## config.mk

```make
export PLATFORM = sky130hd
export DESIGN_NAME = txpybuf_fetch
export DESIGN_NICKNAME = d
export VERILOG_FILES = /design/src/rtl/txpy_pkg.sv /design/src/rtl/txpybuf_pingpong.sv /design/src/rtl/txpybuf_fetch.sv
export SDC_FILE = /design/constraint.sdc
export NUM_CORES = 1
export LEC_CHECK = 0
export ABC_AREA = 1
export BUFFER_PORTS_ARGS = -buffer_cell sky130_fd_sc_hd__clkbuf_2
export CELL_PAD_IN_SITES_DETAIL_PLACEMENT = 1
export CELL_PAD_IN_SITES_GLOBAL_PLACEMENT = 1
export CORE_MARGIN = 1
export CORE_UTILIZATION = 40
export DETAILED_ROUTE_END_ITERATION = 7
export GPL_TIMING_DRIVEN = 0
export PLACE_DENSITY = 0.84
export SLEW_MARGIN = 20
export SYNTH_ARGS = -nofsm -noshare
export SYNTH_HDL_FRONTEND = slang
export SYNTH_SLANG_ARGS = --single-unit
export TNS_END_PERCENT = 10
```

## constraint.sdc

```tcl
create_clock -name clk_6M -period 3.5 [get_ports clk_6M]
set_clock_uncertainty 0.1 [all_clocks]
set_input_delay 0.7 -clock clk_6M [delete_from_list [all_inputs] [get_ports clk_6M]]
set_output_delay 0.7 -clock clk_6M [all_outputs]
set_load 0.05 [all_outputs]
```

## src/rtl/txpy_pkg.sv

```systemverilog
// txpy_pkg: shared definitions for the TX payload buffer fetch block.
//   txpy_state_e : fetch FSM states (IDLE, FILL, RUN, DONE)
//   WORD_W       : SRAM payload word width
//   NWORDS_W     : width of the payload word count (0..256)
//   calc_nwords  : number of 32-bit words covering a bit length
package txpy_pkg;

  localparam int WORD_W   = 32;
  localparam int NWORDS_W = 9;
  localparam int BITPTR_W = 5;

  typedef enum logic [1:0] {
    IDLE = 2'd0,
    FILL = 2'd1,
    RUN  = 2'd2,
    DONE = 2'd3
  } txpy_state_e;

  // Round the bit length up to whole words; 8191 bits needs 14 bits before the shift.
  function automatic logic [NWORDS_W-1:0] calc_nwords(input logic [12:0] len);
    return NWORDS_W'(({1'b0, len} + 14'd31) >> 5);
  endfunction

endpackage

```

## src/rtl/txpybuf_pingpong.sv

```systemverilog
// txpybuf_pingpong: two 32-bit payload slots with valid bits and an LSB-first
// bit serializer that walks the current slot and then hands over to the other.
// Ports:
//   i_clk, i_rst   : clock, synchronous active-high reset
//   i_clr          : restart (payload start); empties both slots, rewinds serializer
//   i_take         : consumer took the current bit (already gated to FILL/RUN)
//   i_wr_en        : load i_wr_data into slot i_wr_slot and mark it valid
//   o_bit          : current payload bit, 0 while the current slot is empty
//   o_ready        : current slot holds a valid word
//   o_slot_vld     : per-slot valid bits, used by the prefetcher
module txpybuf_pingpong
  import txpy_pkg::*;
(
  input  logic              i_clk,
  input  logic              i_rst,
  input  logic              i_clr,
  input  logic              i_take,
  input  logic              i_wr_en,
  input  logic              i_wr_slot,
  input  logic [WORD_W-1:0] i_wr_data,
  output logic              o_bit,
  output logic              o_ready,
  output logic [1:0]        o_slot_vld
);

  logic [WORD_W-1:0]   r_slot [2];
  logic [1:0]          r_vld;
  logic                r_cur;
  logic [BITPTR_W-1:0] r_bitptr;
  logic                w_ready;
  logic                w_wrap;

  assign w_ready = r_vld[r_cur];
  // A slot is only released after its last bit was taken while it was valid;
  // takes during a stall advance the pointer but never skip a word.
  assign w_wrap  = i_take && w_ready && (r_bitptr == '1);

  always_ff @(posedge i_clk) begin
    if (i_rst || i_clr) begin
      r_vld    <= 2'b00;
      r_cur    <= 1'b0;
      r_bitptr <= '0;
    end else begin
      if (i_take) r_bitptr <= r_bitptr + 1'b1;
      if (w_wrap) begin
        r_vld[r_cur] <= 1'b0;
        r_cur        <= ~r_cur;
      end
      // The written slot is always an empty one, so it never collides with the freed slot.
      if (i_wr_en) r_vld[i_wr_slot] <= 1'b1;
    end
  end

  always_ff @(posedge i_clk) begin
    if (i_wr_en) r_slot[i_wr_slot] <= i_wr_data;
  end

  assign o_bit      = w_ready & r_slot[r_cur][r_bitptr];
  assign o_ready    = w_ready;
  assign o_slot_vld = r_vld;

endmodule

```

## src/rtl/txpybuf_fetch.sv

```systemverilog
// txpybuf_fetch: TX payload source for pybitp. Prefetches 32-bit payload words
// from the TX payload SRAM into a two-slot ping-pong buffer and presents them
// LSB-first on bufpacketin, one bit per consumer take.
// Ports:
//   clk_6M, rst        : clock, synchronous active-high reset
//   py_st_p            : payload start; samples pylenbit/base_adr and restarts
//   bit_take_p         : consumer took the current bit
//   rd_req/rd_adr      : SRAM read request (held until ack) and word address
//   rd_ack/rd_data     : SRAM ack with data in the same cycle
//   bufpacketin        : current payload bit
//   buf_ready          : current word valid
//   underrun           : sticky consumer-outran-SRAM flag
//   fetch_done         : all payload words fetched
// Build option: define TXPYBUF_UNDERRUN_CNT_EN to add underrun_cnt[7:0], a
// saturating count of bit takes made while no word was ready.
module txpybuf_fetch
  import txpy_pkg::*;
#(
  parameter int ADR_W      = 8,
  parameter int RD_TIMEOUT = 15
) (
  input  logic              clk_6M,
  input  logic              rst,
  input  logic              py_st_p,
  input  logic [12:0]       pylenbit,
  input  logic [ADR_W-1:0]  base_adr,
  input  logic              bit_take_p,
  output logic              rd_req,
  output logic [ADR_W-1:0]  rd_adr,
  input  logic              rd_ack,
  input  logic [WORD_W-1:0] rd_data,
  output logic              bufpacketin,
  output logic              buf_ready,
  output logic              underrun,
  output logic              fetch_done
`ifdef TXPYBUF_UNDERRUN_CNT_EN
  ,
  output logic [7:0]        underrun_cnt
`endif
);

  localparam int TO_W = (RD_TIMEOUT < 1) ? 1 : $clog2(RD_TIMEOUT + 1);
  localparam logic [TO_W-1:0] TO_MAX = TO_W'(RD_TIMEOUT);

  txpy_state_e         r_state;
  logic [NWORDS_W-1:0] r_nwords;
  logic [NWORDS_W-1:0] r_fetched;
  logic [ADR_W-1:0]    r_base;
  logic                r_rd_req;
  logic [ADR_W-1:0]    r_rd_adr;
  // Set when a restart abandoned an outstanding request: the next ack belongs
  // to the previous epoch and is swallowed instead of loaded.
  logic                r_stale;
  logic [TO_W-1:0]     r_wait;
  logic                r_wr_slot;
  logic                r_underrun;
  logic                r_fetch_done;

  logic [NWORDS_W-1:0] w_nwords;
  logic                w_active;
  logic                w_take;
  logic                w_under_take;
  logic                w_wr_en;
  logic                w_issue;
  logic                w_bit;
  logic                w_ready;
  logic [1:0]          w_slot_vld;

  assign w_nwords     = calc_nwords(pylenbit);
  assign w_active     = (r_state == FILL) || (r_state == RUN);
  assign w_take       = bit_take_p && w_active;
  assign w_under_take = w_take && !w_ready;
  assign w_wr_en      = r_rd_req && rd_ack && !py_st_p;
  // Slots fill and drain in the same 0,1,0,1 order, so the next word always
  // targets r_wr_slot; one request in flight at a time.
  assign w_issue      = w_active && !r_rd_req && !r_stale &&
                        (r_fetched < r_nwords) && !w_slot_vld[r_wr_slot];

  txpybuf_pingpong u_pingpong (
    .i_clk      (clk_6M),
    .i_rst      (rst),
    .i_clr      (py_st_p),
    .i_take     (w_take),
    .i_wr_en    (w_wr_en),
    .i_wr_slot  (r_wr_slot),
    .i_wr_data  (rd_data),
    .o_bit      (w_bit),
    .o_ready    (w_ready),
    .o_slot_vld (w_slot_vld)
  );

  always_ff @(posedge clk_6M) begin
    if (rst) begin
      r_state      <= IDLE;
      r_nwords     <= '0;
      r_fetched    <= '0;
      r_rd_req     <= 1'b0;
      r_rd_adr     <= '0;
      r_stale      <= 1'b0;
      r_wait       <= '0;
      r_wr_slot    <= 1'b0;
      r_underrun   <= 1'b0;
      r_fetch_done <= 1'b0;
    end else if (py_st_p) begin
      r_nwords     <= w_nwords;
      r_base       <= base_adr;
      r_fetched    <= '0;
      r_rd_req     <= 1'b0;
      r_stale      <= (r_rd_req || r_stale) && !rd_ack;
      r_wait       <= '0;
      r_wr_slot    <= 1'b0;
      r_underrun   <= 1'b0;
      r_fetch_done <= (w_nwords == '0);
      r_state      <= (w_nwords == '0) ? DONE : FILL;
    end else begin
      if (r_stale) begin
        // Give up on the abandoned ack after the timeout so a silent SRAM cannot wedge FILL.
        if (rd_ack || (r_wait == TO_MAX)) begin
          r_stale <= 1'b0;
          r_wait  <= '0;
        end else begin
          r_wait <= r_wait + 1'b1;
        end
      end else if (r_rd_req) begin
        if (rd_ack) begin
          r_rd_req  <= 1'b0;
          r_wait    <= '0;
          r_fetched <= r_fetched + 1'b1;
          r_wr_slot <= ~r_wr_slot;
          if ((r_fetched + 1'b1) == r_nwords) r_fetch_done <= 1'b1;
          if (r_state == FILL) r_state <= RUN;
        end else if (r_wait == TO_MAX) begin
          r_underrun <= 1'b1;
        end else begin
          r_wait <= r_wait + 1'b1;
        end
      end else if (w_issue) begin
        r_rd_req <= 1'b1;
        r_rd_adr <= r_base + ADR_W'(r_fetched);
        r_wait   <= '0;
      end

      if (w_under_take) r_underrun <= 1'b1;

      if ((r_state == RUN) && r_fetch_done && (w_slot_vld == 2'b00) && !r_rd_req)
        r_state <= DONE;
    end
  end

`ifdef TXPYBUF_UNDERRUN_CNT_EN
  logic [7:0] r_ucnt;

  always_ff @(posedge clk_6M) begin
    if (rst || py_st_p) begin
      r_ucnt <= 8'd0;
    end else if (w_under_take && (r_ucnt != 8'hFF)) begin
      r_ucnt <= r_ucnt + 8'd1;
    end
  end

  assign underrun_cnt = r_ucnt;
`endif

  assign rd_req      = r_rd_req;
  assign rd_adr      = r_rd_adr;
  assign bufpacketin = w_bit;
  assign buf_ready   = w_ready;
  assign underrun    = r_underrun;
  assign fetch_done  = r_fetch_done;

endmodule

```

==> results.md, run 1 <==
- The flow ran to the end, and the final reports show no timing, DRC or antenna violations.
- The number of global-route vias before repair was 5549.
- The number of CTS-inserted buffers is 17.
- The number of sinks handled by clock tree synthesis is 118.
- In this run the core area contains 43 standard-cell rows.
- The worst pin sits at a relative slew slack of 32.6%.
- The minimum period implied by the final worst setup slack is 3.35 ns.
- The area share of fa/ha/maj cells after synthesis is 5.11%.
- The number of buffers and inverters on the critical path is 3.
- Setup repair after global routing left no endpoint under its margin.
- Pin placement for this block handled 71 I/O pins.
- The number of different library cells used by synthesis comes to 37.
- The worst vdd rail ir drop is 0.328 mV.
- 0 antenna diodes ended up in the layout.
- The most common cell after layout, fill and taps aside is nand2_1.
- The signal on the critical path passes through buf_2 -> buf_1 -> nand2_1 -> nand3_1 -> nand3_1 -> nand2_1 -> nand2_1 -> nand3_1 -> nand3_1 -> a21oi_1 -> clkbuf_2.
- The post-CTS clock slew at the launch and capture registers of the worst setup and hold paths is 0.06 ns.
- The mapped cell area is 0.00577 sq mm.
- Wires add up to 16.2 mm.
- On the worst path, the slowest cell contributes a delay of 0.45 ns.
- The kind of cell with the highest combined delay along the critical path is buffers and inverters.
- The largest fanout of any net on the critical path is 10.
- The region available for standard cell placement spans 0.0140 sq mm.
- After clock tree synthesis, the setup repair step added 0 buffers.
- The main combinational cell family by area after synthesis is simple AND/OR/NAND/NOR gates.
- The post-route core utilization is 50.1%.
- The measured slew at the worst slew-check pin is 1.01 ns.
- The worst path uses 95.6% of the clock period.
- The largest net degree at the start of global routing is 25.
- The basic-gate share of the synthesized area counting and, or, nand and nor cells is 26.9%.
- After detailed routing, the number of remaining DRC violations is 0.
- The data arrival at the endpoint of the critical path is 2.55 ns.
- The leakage power total is 0.00301 uW.
- The library cells used most frequently in the layout, excluding fill and tap cells, are 201 x nand2_1, 93 x nand3_1, 72 x edfxtp_1, 71 x clkbuf_2, 70 x inv_1.
- In this run the remaining antenna-violating nets after routing total 0.
- The synthesized-area fraction occupied by ao, oa, aoi and oai cells is 7.09%.
- From bottom edge to top edge, the die measures 122 um.
- The total global-route track usage is 23.4%.
- The post-synth net total is 757.
- The relative area change from synthesis to final layout is 21.4%.
- The count of final hold-check violations was 0.
- Hold repair after CTS inserted 0 buffers.
- The category of the worst setup path launch point is a flip-flop.
- The starting DRC count in detailed routing is 264.
- For this run, the detailed router's first-pass iteration total came to 4.
- The number of antenna violations at the first check in global routing is 0.
- STA puts the critical path data required time at 2.70 ns.
- The first-pass GRT wire length is 26.6 mm.
- The wire-length estimate of the detail-placed layout is 11.7 mm.
- Of the total synthesized cell area, the portion taken by XOR and XNOR cells is 1.21%.
- The dominant cell type by area after synthesis is edfxtp_1.
- The cell sitting at the root of the clock tree is a clkbuf_16.
- The via density per instance is 5.21.
- The CTS tree is built.
- The routed layout has 5000 vias.
- Synthesis inferred 118 register bits.
- The worst setup path is captured at a primary output.
- Routability-driven placement finished with a final weighted congestion of 0.872.
- In this run the horizontal extent of the chip is 122 um.
- In this run the deepest clock path goes through 2 buffers.
- The number of maximum-capacitance constraint violations is 0.
- The design draws 3570 uW.
- The floorplan step defined a die boundary enclosing 0.0149 sq mm.
- Dividing the synthesized area by the synthesized cell count gives 8.54 sq um.
- Synthesis handed over a netlist of 676 instances.
- The area fraction of the dominant cell type after synthesis is 37.5%.
- The sequential share of the synthesized area is 53.4%.
- The fraction of layout instances using a drive strength above 1 is 15.8%.
- In this run the number of H-tree levels came out at 4.
- The residual overflow from global routing is 0.
- By instance count, the cell type seen most on the critical path is nand3_1.
- The power per cell area is 509 mW/mm^2.
- The critical path's slowest cell is buf_1.
- The min-delay analysis places its worst path in the category primary input to flip-flop.
- Multiplexer cells account for 0% of the synthesized area.
- The routed length per placed instance is 16.9 um.
- The initial utilization of the core area, before any placement, comes to 41.3%.
- By startpoint and endpoint, the worst setup path is classified as flip-flop to primary output.
- Static timing analysis puts the maximum clock frequency at 299 MHz.
- After synthesis, the cell types taking the most area are edfxtp_1 37%, dfxtp_1 16%, nand2_1 13%, nand3_1 8.1%, ha_1 4.8%.
- The total number of yosys warnings is 0.
- The final max-slew violation count is 0.
- At the later pin of the worst-skew pair, clock insertion delay measures 0.42 ns.
- For this run, the post-layout net count is 848.
- Setup violations remaining at the end of the flow were counted as 0.
- The number of I/O port buffers is 70.
==> power by group <==
| group | internal [uW] | switching, uW | leakage, uW |
|---|---|---|---|
| logic | 99.8 | 204 | 0.00170 |
| registers | 1510 | 18.2 | 0.00103 |
| clock network | 1110 | 629 | 0.000283 |
| total | 2720 | 851 | 0.00301 |
==> synthesized netlist by cell type, drive strengths merged <==
cell / n
a211oi: 1
a21o: 1
a21oi: 38
a22o: 1
a31oi: 1
buf: 8
clkbuf: 9
clkinv: 2
dfxtp: 46
edfxtp: 72
fa: 1
ha: 22
inv: 72
nand2: 203
nand3: 94
nand3b: 3
nand4: 5
nor2: 50
nor3: 4
o211ai: 1
o21ai: 20
o22ai: 7
o31ai: 1
o32ai: 1
o41ai: 1
or2: 4
xnor2: 4
xor2: 4
==> state kept, by name (all words and copies together), names as in the netlist, named ones only <==
name                   cells
r_base                     8
r_wait                     4
fetch_done                 1
r_wr_slot                  1
u_pingpong.o_slot_vld      2
u_pingpong.r_cur           1
u_pingpong.r_slot         64
r_fetched                  9
rd_req                     1
r_nwords                   9
underrun                   1
rd_adr                     8
u_pingpong.r_bitptr        5
r_state                    2
r_stale                    1
==> final cells by class <==
cell class / count / area (sq um)
buffer: 17 / 83.8
clock buffer: 18 / 429
clock inverter: 14 / 159
fill: 1682 / 6980
inverter: 74 / 278
multi-input combinational: 467 / 2340
sequential: 118 / 3080
tap: 180 / 225
timing repair buffer: 72 / 405
==> kinds of logic (layout without fill, tap and decap cells) <==
kind of cell / Yosys count / after routing
xor gates and xnor gates: 8 / 8
buffers and inverters: 91 / 195
and+or+nand+nor: 363 / 363
adders and majority gates: 23 / 23
DFF: 118 / 118
AOI/OAI and AO/OA: 73 / 73
==> layer usage <==
metal,track usage (%),up-vias,wire length (um)
met1,26.3,2439,6670
met4,9.83,0,270
met2,43.1,86,8770
li1,-,2452,-
met3,4.21,23,525
met5,0,-,0
==> timing repair <==
item	CTS	global route
hold endpoints to repair	0	0
endpoints found under the setup margin	0	1
gates resized for setup	0	3
==> path summary, 6_finish.rpt <==
kind,start,endpoint,slack (ns),depth (start not counted)
min,base_adr[1],r_base[1],0.36,1
max,flip-flop,bufpacketin,0.15,11
min reg2reg,rd_adr[5],rd_adr[5],0.37,2
max reg2reg,r_fetched[0],rd_adr[6],1.35,11
==> through the flow <==
step / hold slack [ns] / area, sq um / worst slack, ns / TNS (ns) / std cells
after detailed placement: 0.362 / 6420 / 0.622 / 0 / 928
final: 0.356 / 7010 / 0.153 / 0 / 960
after CTS: 0.343 / 7010 / 0.117 / 0 / 960
after global placement: 0.357 / 6350 / -0.357 / -23.16 / 926
after floorplan: 0.356 / 5770 / 0.461 / 0 / 676
after global routing: 0.349 / 7010 / 0.00639 / 0 / 960
Power figures use the tool's default switching activity.
==> run 2: changes to the inputs <==
==> constraint.sdc (replaced) <==
create_clock -name clk_6M -period 3.5 [get_ports clk_6M]
set_clock_uncertainty 0.1 [all_clocks]
set_input_delay 0.7 -clock clk_6M [delete_from_list [all_inputs] [get_ports clk_6M]]
set_output_delay 0.7 -clock clk_6M [all_outputs]
set_load 0.1 [all_outputs]
==> run 2 against run 1 <==
Worst hold slack worse by 0.0040 ns. First-iteration DRC count is 4.2% lower. Core utilization hardly changed. Global-route usage is 0.19 points lower. Design area hardly changed. Total power is 0.55% higher.
==> results.md, run 2 (same netlist as run 1, synthesis figures left out) <==
- The routed length per placed instance is 16.8 um (-0.95%).
- The fraction of layout instances using a drive strength above 1 is 16.3% (+0.51 points).
- The first-pass detailed-route iteration total is 4 (unchanged).
- The number of vias in the routed layout came to 5022 (+0.44%).
- The first-pass GRT wire length is 26.2 mm (-1.6%).
- The CTS tree is built.
- STA classifies the critical path startpoint as a flip-flop.
- The flip-flop count of the largest register after layout is 64 (unchanged).
- The met3 usage in global routing is 5.57% (+1.4 points).
- The maximum number of buffers from clock root to sink is 2 (unchanged).
- The number of CTS-inserted buffers is 17 (unchanged).
- The core area was 0.0140 sq mm (unchanged).
- The residual overflow from global routing is 0 (unchanged).
- The run finished with clean final reports.
- The overall power after layout is 3590 uW (+0.55%).
- The placer's final routability congestion estimate is 0.834 (-4.3%).
- The total global-route track usage is 23.2% (-0.19 points).
- The remaining antenna violation count after routing was 0 (unchanged).
- The number of antenna diodes came to 0 (unchanged).
- The die area is 0.0149 sq mm (unchanged).
- The measured slew at the worst slew-check pin came to 0.917 ns (-0.0905 ns).
- The required time of the critical path is 2.70 ns (about the same).
- The number of cells after detailed placement is 928 (unchanged).
- The data arrival at the endpoint of the critical path is 2.48 ns (-0.07 ns).
- The number of maximum-capacitance constraint violations is 0 (unchanged).
- The later-pin clock latency in the skew report came to 0.43 ns (about the same).
- Counting flops per register, the top entry is u_pingpong.r_slot.
- The root cell of the clock tree is clkbuf_16.
- The effective utilization at floorplan is 41.3% (unchanged).
- The number of primary I/O pins came to 71 (unchanged).
- The setup path with the least slack is of type flip-flop to primary output.
- The post-CTS clock slew at the launch and capture registers of the worst setup and hold paths is 0.06 ns (about the same).
- The quantity of hold-fixing buffers added after cts is 0 (unchanged).
- The relative area change from synthesis to final layout is 21.5% (about the same).
- The power per cell area is 512 mW/mm^2 (+0.49%).
- The final max-slew violation count was 0 (unchanged).
- The worst vdd rail ir drop is 0.301 mV (-8.2%).
- The number of nets at the end of the flow is 848 (unchanged).
- The count of final hold-check violations is 0 (unchanged).
- The class of the tightest hold or removal check is primary input to flip-flop.
- The chip height is 122 um (unchanged).
- The post-detailed-placement half-perimeter wirelength is 11.7 mm (-0.64%).
- The largest net degree at the start of global routing is 27 (+8.0%).
- The leakage power total is 0.00300 uW (-0.54%).
- The maximum operating frequency is 305 MHz (+1.9%).
- The number of remaining DRC errors is 0 (unchanged).
- The largest fanout of any net on the critical path is 10 (unchanged).
- The largest registers in the layout are u_pingpong.r_slot: 64 flops, r_fetched: 9 flops, r_nwords: 9 flops.
- The number of levels in the clock H-tree is 4 (unchanged).
- The starting DRC count in detailed routing was 253 (-4.2%).
- The number of sinks handled by clock tree synthesis is 118 (unchanged).
- Leaving out fill and tap cells, the most frequent cells in the layout are 201 x nand2_1, 93 x nand3_1, 72 x edfxtp_1, 71 x clkbuf_2, 70 x inv_1.
- The number of gates given a new drive strength after cts came to 0 (unchanged).
- The minimum period implied by the final worst setup slack is 3.28 ns (-0.0639 ns).
- The final clock period utilization by the worst path is 93.8% (-1.8 points).
- The library cell used most frequently in the layout, excluding fill and tap cells, is nand2_1.
- The headroom to the max-slew limit is 38.6% (+6.1 points).
- The met2 usage was 42.0% (-1.1 points).
- The number of antenna violations at the first check in global routing is 0 (unchanged).
- The number of global-route vias before repair is 5394 (-2.8%).
- The post-route non-filler standard cell count was 960 (unchanged).
- The element type at the critical path end is a primary output.
- The number of placement rows is 43 (unchanged).
- The die extent in x was 122 um (unchanged).
- The post-route core utilization is 50.1% (about the same).
- The number of buffers added for setup after CTS is 0 (unchanged).
- The filler cell count was 1669 (-0.77%).
- The number of I/O port buffers came to 70 (unchanged).
- Setup repair after global routing left no endpoint under its margin.
- The via density per instance is 5.23 (+0.44%).
- The number of failing setup endpoints in the final timing report is 0 (unchanged).
- The sum of routed wire length over all layers is 16.1 mm (-0.95%).
- The global-route met1 utilization is 26.1% (-0.15 points).
- The highest-utilization routing layer at the global route stage is met2.
run 2: changes by cell type in the layout (fill, tap and decap cells not counted), sizes merged:
cell      change
buf           -1
clkinvlp      +4
clkbuf        +1
clkinv        -3
bufinv        -1
run 2: per-layer routing:
metal  wire length, um  up-vias  share of wire (%)
met5                 0        -                  0
met4               352        0                2.2
met3               556       29                3.5
met2              8290      103                 52
met1              6890     2444                 43
li1                  -     2446                  -
run 2: critical path: stages, from the launching register on:
cell and delay (ns):
dfxtp_1 0.34, buf_4 0.17, clkinv_1 0.22, buf_2 0.28
nand3_1 0.12, nand3_1 0.11, nand2_1 0.08, nand2_1 0.05
nand3_1 0.08, nand3b_1 0.09, a21oi_2 0.16, clkbuf_4 0.35
run 2: final cells by class:
type | instances | area, sq um | share of cell area (%)
timing repair buffer | 72 | 400 | 5.71
clock inverter | 14 | 153 | 2.18
clock buffer | 18 | 439 | 6.26
buffer | 17 | 85.1 | 1.21
inverter | 74 | 278 | 3.96
sequential | 118 | 3080 | 44.0
tap | 180 | 225 | 3.21
multi-input combinational | 467 | 2350 | 33.5
run 2: worst paths after layout:
kind,from,end,slack (ns),cells past startpoint
min,base_adr[7],r_base[7],0.35,1
min reg2reg,rd_adr[2],rd_adr[2],0.37,2
max reg2reg,r_fetched[2],r_wait[1],1.39,14
max,u_pingpong.r_bitptr[0],bufpacketin,0.22,11
run 2: per-stage QoR:
step	hold WS, ns	cell area, sq um	TNS (ns)	setup WS, ns
detailed placement	0.359	6410	0	0.501
global route	0.339	7010	0	0.0645
finish	0.352	7010	0	0.216
CTS	0.341	7010	0	0.0272
global placement	0.357	6350	-22.60	-0.349
floorplan	0.356	5780	0	0.110
run 2: report_power, final:
| group | internal (uW) | total, uW | switching (uW) |
|---|---|---|---|
| Sequential | 1510 | 1530 | 18.4 |
| Combinational | 99.7 | 336 | 237 |
| Clock | 1070 | 1730 | 660 |
| Total | 2670 | 3590 | 915 |
==> run 3: changes to the inputs <==
--- a/config.mk
+++ b/config.mk
@@ -13,9 +13,10 @@
 export CORE_UTILIZATION = 40
 export DETAILED_ROUTE_END_ITERATION = 7
 export GPL_TIMING_DRIVEN = 0
-export PLACE_DENSITY = 0.84
+export PLACE_DENSITY = 0.83
 export SLEW_MARGIN = 20
 export SYNTH_ARGS = -nofsm -noshare
 export SYNTH_HDL_FRONTEND = slang
+export SYNTH_HIERARCHICAL = 1
 export SYNTH_SLANG_ARGS = --single-unit
 export TNS_END_PERCENT = 10
==> run 3 against run 2 <==
Critical path depth decreased by 2. Routed wire length grew 0.90%. Sequential power about the same. Synthesized cell count fell by 3.0%. Critical path type unchanged. Critical endpoint unchanged. Largest power group unchanged.
==> results.md, run 3 <==
- The share of total power consumed by net switching was 25.3% (-0.18 points).
- The post-CTS clock slew at the launch and capture registers of the worst setup and hold paths is 0.06 ns (about the same).
- The die area is 0.0150 sq mm (+0.40%).
- The number of levels in the clock H-tree is 4 (unchanged).
- The dominant cell type by area after synthesis is edfxtp_1.
- The number of primary I/O pins was 71 (unchanged).
- The post-detailed-placement half-perimeter wirelength was 11.6 mm (-0.86%).
- By area the synthesized netlist is led by edfxtp_1 37%, dfxtp_1 16%, nand2_1 10%, nand3_1 5.4%, inv_1 5.4%.
- The element type at the critical path end is a primary output.
- The number of CTS-inserted buffers was 17 (unchanged).
- The overall power after layout is 3640 uW (+1.3%).
- The number of gates given a new drive strength after cts came to 0 (unchanged).
- The later-pin clock latency in the skew report is 0.43 ns (about the same).
- The sum of routed wire length over all layers was 16.2 mm (+0.90%).
- The residual overflow from global routing came to 0 (unchanged).
- The minimum period implied by the final worst setup slack is 3.20 ns (-0.0838 ns).
- The relative area change from synthesis to final layout is 20.7%.
- Among all flip-flop cells after synthesis, the most frequent one is edfxtp_1.
- The run finished with clean final reports.
- The required time of the critical path is 2.70 ns (about the same).
- The part of the power in registers is 42.1% (-0.4 points).
- The worst vdd rail ir drop came to 0.300 mV (-0.51%).
- The final setup slack of the worst path was 0.300 ns (+0.0838 ns).
- The headroom to the max-slew limit is 38.8% (+0.13 points).
- The count of flip-flops with a built-in enable after synthesis is 72 (unchanged).
- The count of final hold-check violations is 0 (unchanged).
- The chip height came to 122 um (+0.20%).
- The largest fanout of any net on the critical path is 7 (-3).
- The flip-flop count of the largest register after layout is 64 (unchanged).
- The sequential share of the synthesized area is 53.2% (-0.22 points).
- The number of placement rows came to 43 (unchanged).
- The number of nets at the end of the flow is 827 (-2.5%).
- The first-pass detailed-route iteration total is 4 (unchanged).
- The quantity of hold-fixing buffers added after cts came to 0 (unchanged).
- The power per cell area came to 520 mW/mm^2 (+1.5%).
- The critical path in this run is classified as flip-flop to primary output.
- The via density per instance is 5.22 (-0.29%).
- The library cell used most frequently in the layout, excluding fill and tap cells, is nand2_1.
- The leakage power total is 0.00301 uW (+0.38%).
- The clock network fraction of total power is 48.6% (+0.5 points).
- The effective utilization at floorplan is 41.4% (+0.17 points).
- The number of remaining DRC errors is 0 (unchanged).
- The cell-internal power is 2720 uW (+1.6%).
- The average size of a mapped cell is 8.84 sq um (+3.5%).
- The distinct cell type count after synthesis is 44 (+19%).
- The worst setup path is launched from a flip-flop.
- The total net switching power is 921 uW (+0.65%).
- The tree is rooted in a clkbuf_16.
- The largest registers in the layout are u_pingpong/r_slot: 64 flops, r_fetched: 9 flops, r_nwords: 9 flops.
- The number of sinks handled by clock tree synthesis is 118 (unchanged).
- The number of failing setup endpoints in the final timing report was 0 (unchanged).
- The number of antenna diodes was 0 (unchanged).
- In the synthesized netlist, the cells that appear most often are 160 x nand2_1, 83 x inv_1, 72 x edfxtp_1, 63 x nand3_1, 58 x nor2_1.
- The placer's final routability congestion estimate came to 0.822 (-1.4%).
- The number of buffers added for setup after CTS is 0 (unchanged).
- The data arrival at the endpoint of the critical path came to 2.40 ns (-0.08 ns).
- In the layout the commonest cells are 160 x nand2_1, 82 x inv_1, 72 x edfxtp_1, 70 x clkbuf_2, 63 x nand3_1.
- Setup repair after global routing left no endpoint under its margin.
- The remaining antenna violation count after routing was 0 (unchanged).
- The number of I/O port buffers is 70 (unchanged).
- The CTS tree is built.
- The synthesized instance count is 656 (-3.0%).
- The starting DRC count in detailed routing was 250 (-1.2%).
- The setup slack after placement is 0.817 ns (+0.317 ns).
- The final max-slew violation count is 0 (unchanged).
- The core area is 0.0140 sq mm (unchanged).
- The die extent in x was 122 um (+0.20%).
- The measured slew at the worst slew-check pin is 0.915 ns (-0.00195 ns).
- The top register by number of flip-flops is u_pingpong/r_slot.
- The maximum number of buffers from clock root to sink is 2 (unchanged).
- The number of antenna violations at the first check in global routing is 0 (unchanged).
- The total global-route track usage is 23.0% (-0.19 points).
- The largest net degree at the start of global routing is 33 (+22%).
- The total number of yosys warnings was 6 (+6).
- The fraction of layout instances using a drive strength above 1 is 17.5% (+1.2 points).
- The class of the tightest hold or removal check is primary input to flip-flop.
- The routed length per placed instance came to 17.3 um (+3.2%).
- The final hold slack is 0.348 ns (-0.00429 ns).
- The first-pass GRT wire length is 25.8 mm (-1.4%).
- The number of global-route vias before repair is 5398 (+0.074%).
- The area fraction of the dominant cell type after synthesis is 37.3% (-0.15 points).
- The maximum operating frequency is 313 MHz (+2.6%).
- The post-synthesis register bit count is 118 (unchanged).
- The number of vias in the routed layout is 4898 (-2.5%).
- The share of flip-flops with an asynchronous set or reset after synthesis is 0% (unchanged).
- The mapped cell area is 0.00580 sq mm (+0.41%).
- The post-synth net total is 737 (-2.6%).
- The dominant cell by count in the synthesized netlist is nand2_1.
- The final clock period utilization by the worst path came to 91.4% (-2.4 points).
- The number of maximum-capacitance constraint violations is 0 (unchanged).
- The part of the power in combinational logic is 9.2% (-0.2 points).
-- run 3: final timing paths --
kind	endpoint	startpoint	cells past startpoint	slack, ns
min	r_base[6]	base_adr[6]	1	0.35
max	bufpacketin	u_pingpong/r_bitptr[1]	9	0.30
min reg2reg	rd_adr[0]	rd_adr[0]	2	0.39
max reg2reg	u_pingpong/r_slot[1][25]	rd_req	4	1.30
-- run 3: kinds of logic after synthesis --
logic type / share of synthesized area [%]
buffers and inverters: 7.88
XOR/XNOR: 2.12
AND/OR/NAND/NOR: 22.1
AO/OA/AOI/OAI: 9.60
flip-flops: 53.2
adder cells (fa/ha/maj): 5.09
-- run 3: worst max-delay path, stage by stage (launching register included) --
cell	delay, ns
dfxtp_1	0.51
nand2_1	0.11
inv_1	0.20
nand3_1	0.16
nand2_1	0.11
nor2_1	0.06
nand2_1	0.06
nand3_1	0.11
a21oi_2	0.18
clkbuf_2	0.47
-- run 3: routing by layer --
metal | vias to the layer above | track usage [%] | part of all wire (%)
met3 | 26 | 4.46 | 2.5
met4 | 0 | 10.7 | 2.4
met2 | 84 | 44.3 | 55
met1 | 2408 | 23.6 | 40
li1 | 2380 | - | -
met5 | - | 0 | 0
-- run 3: cell type report --
class | instances | area, sq um
plain buffers | 14 | 126
clock buffers | 18 | 429
clock inverters | 14 | 158
fillers | 1690 | 6990
inverters | 87 | 330
multi-input cells | 437 | 2270
flip-flops and latches | 118 | 3080
well taps | 180 | 225
repair buffers | 71 | 378
-- run 3: through the flow --
stage,instances,TNS [ns],instance area [sq um],utilization [%]
2_1_floorplan,656,0,5800,-
3_3_place_gp,906,-13.77,6380,45.6
3_5_place_dp,907,0,6410,45.8
4_1_cts,939,0,7000,50.0
5_1_grt,939,0,7000,50.0
6_report,939,0,7000,50.0
-- run 3: power by group through the flow --
stage          registers [uW]  clock network, uW  logic, uW
2_1_floorplan            1630                  0        149
3_3_place_gp             1560                  0        317
5_1_grt                  1530               1850        367
6_report                 1530               1770        335
4_1_cts                  1530               1790        338
3_5_place_dp             1560                  0        333
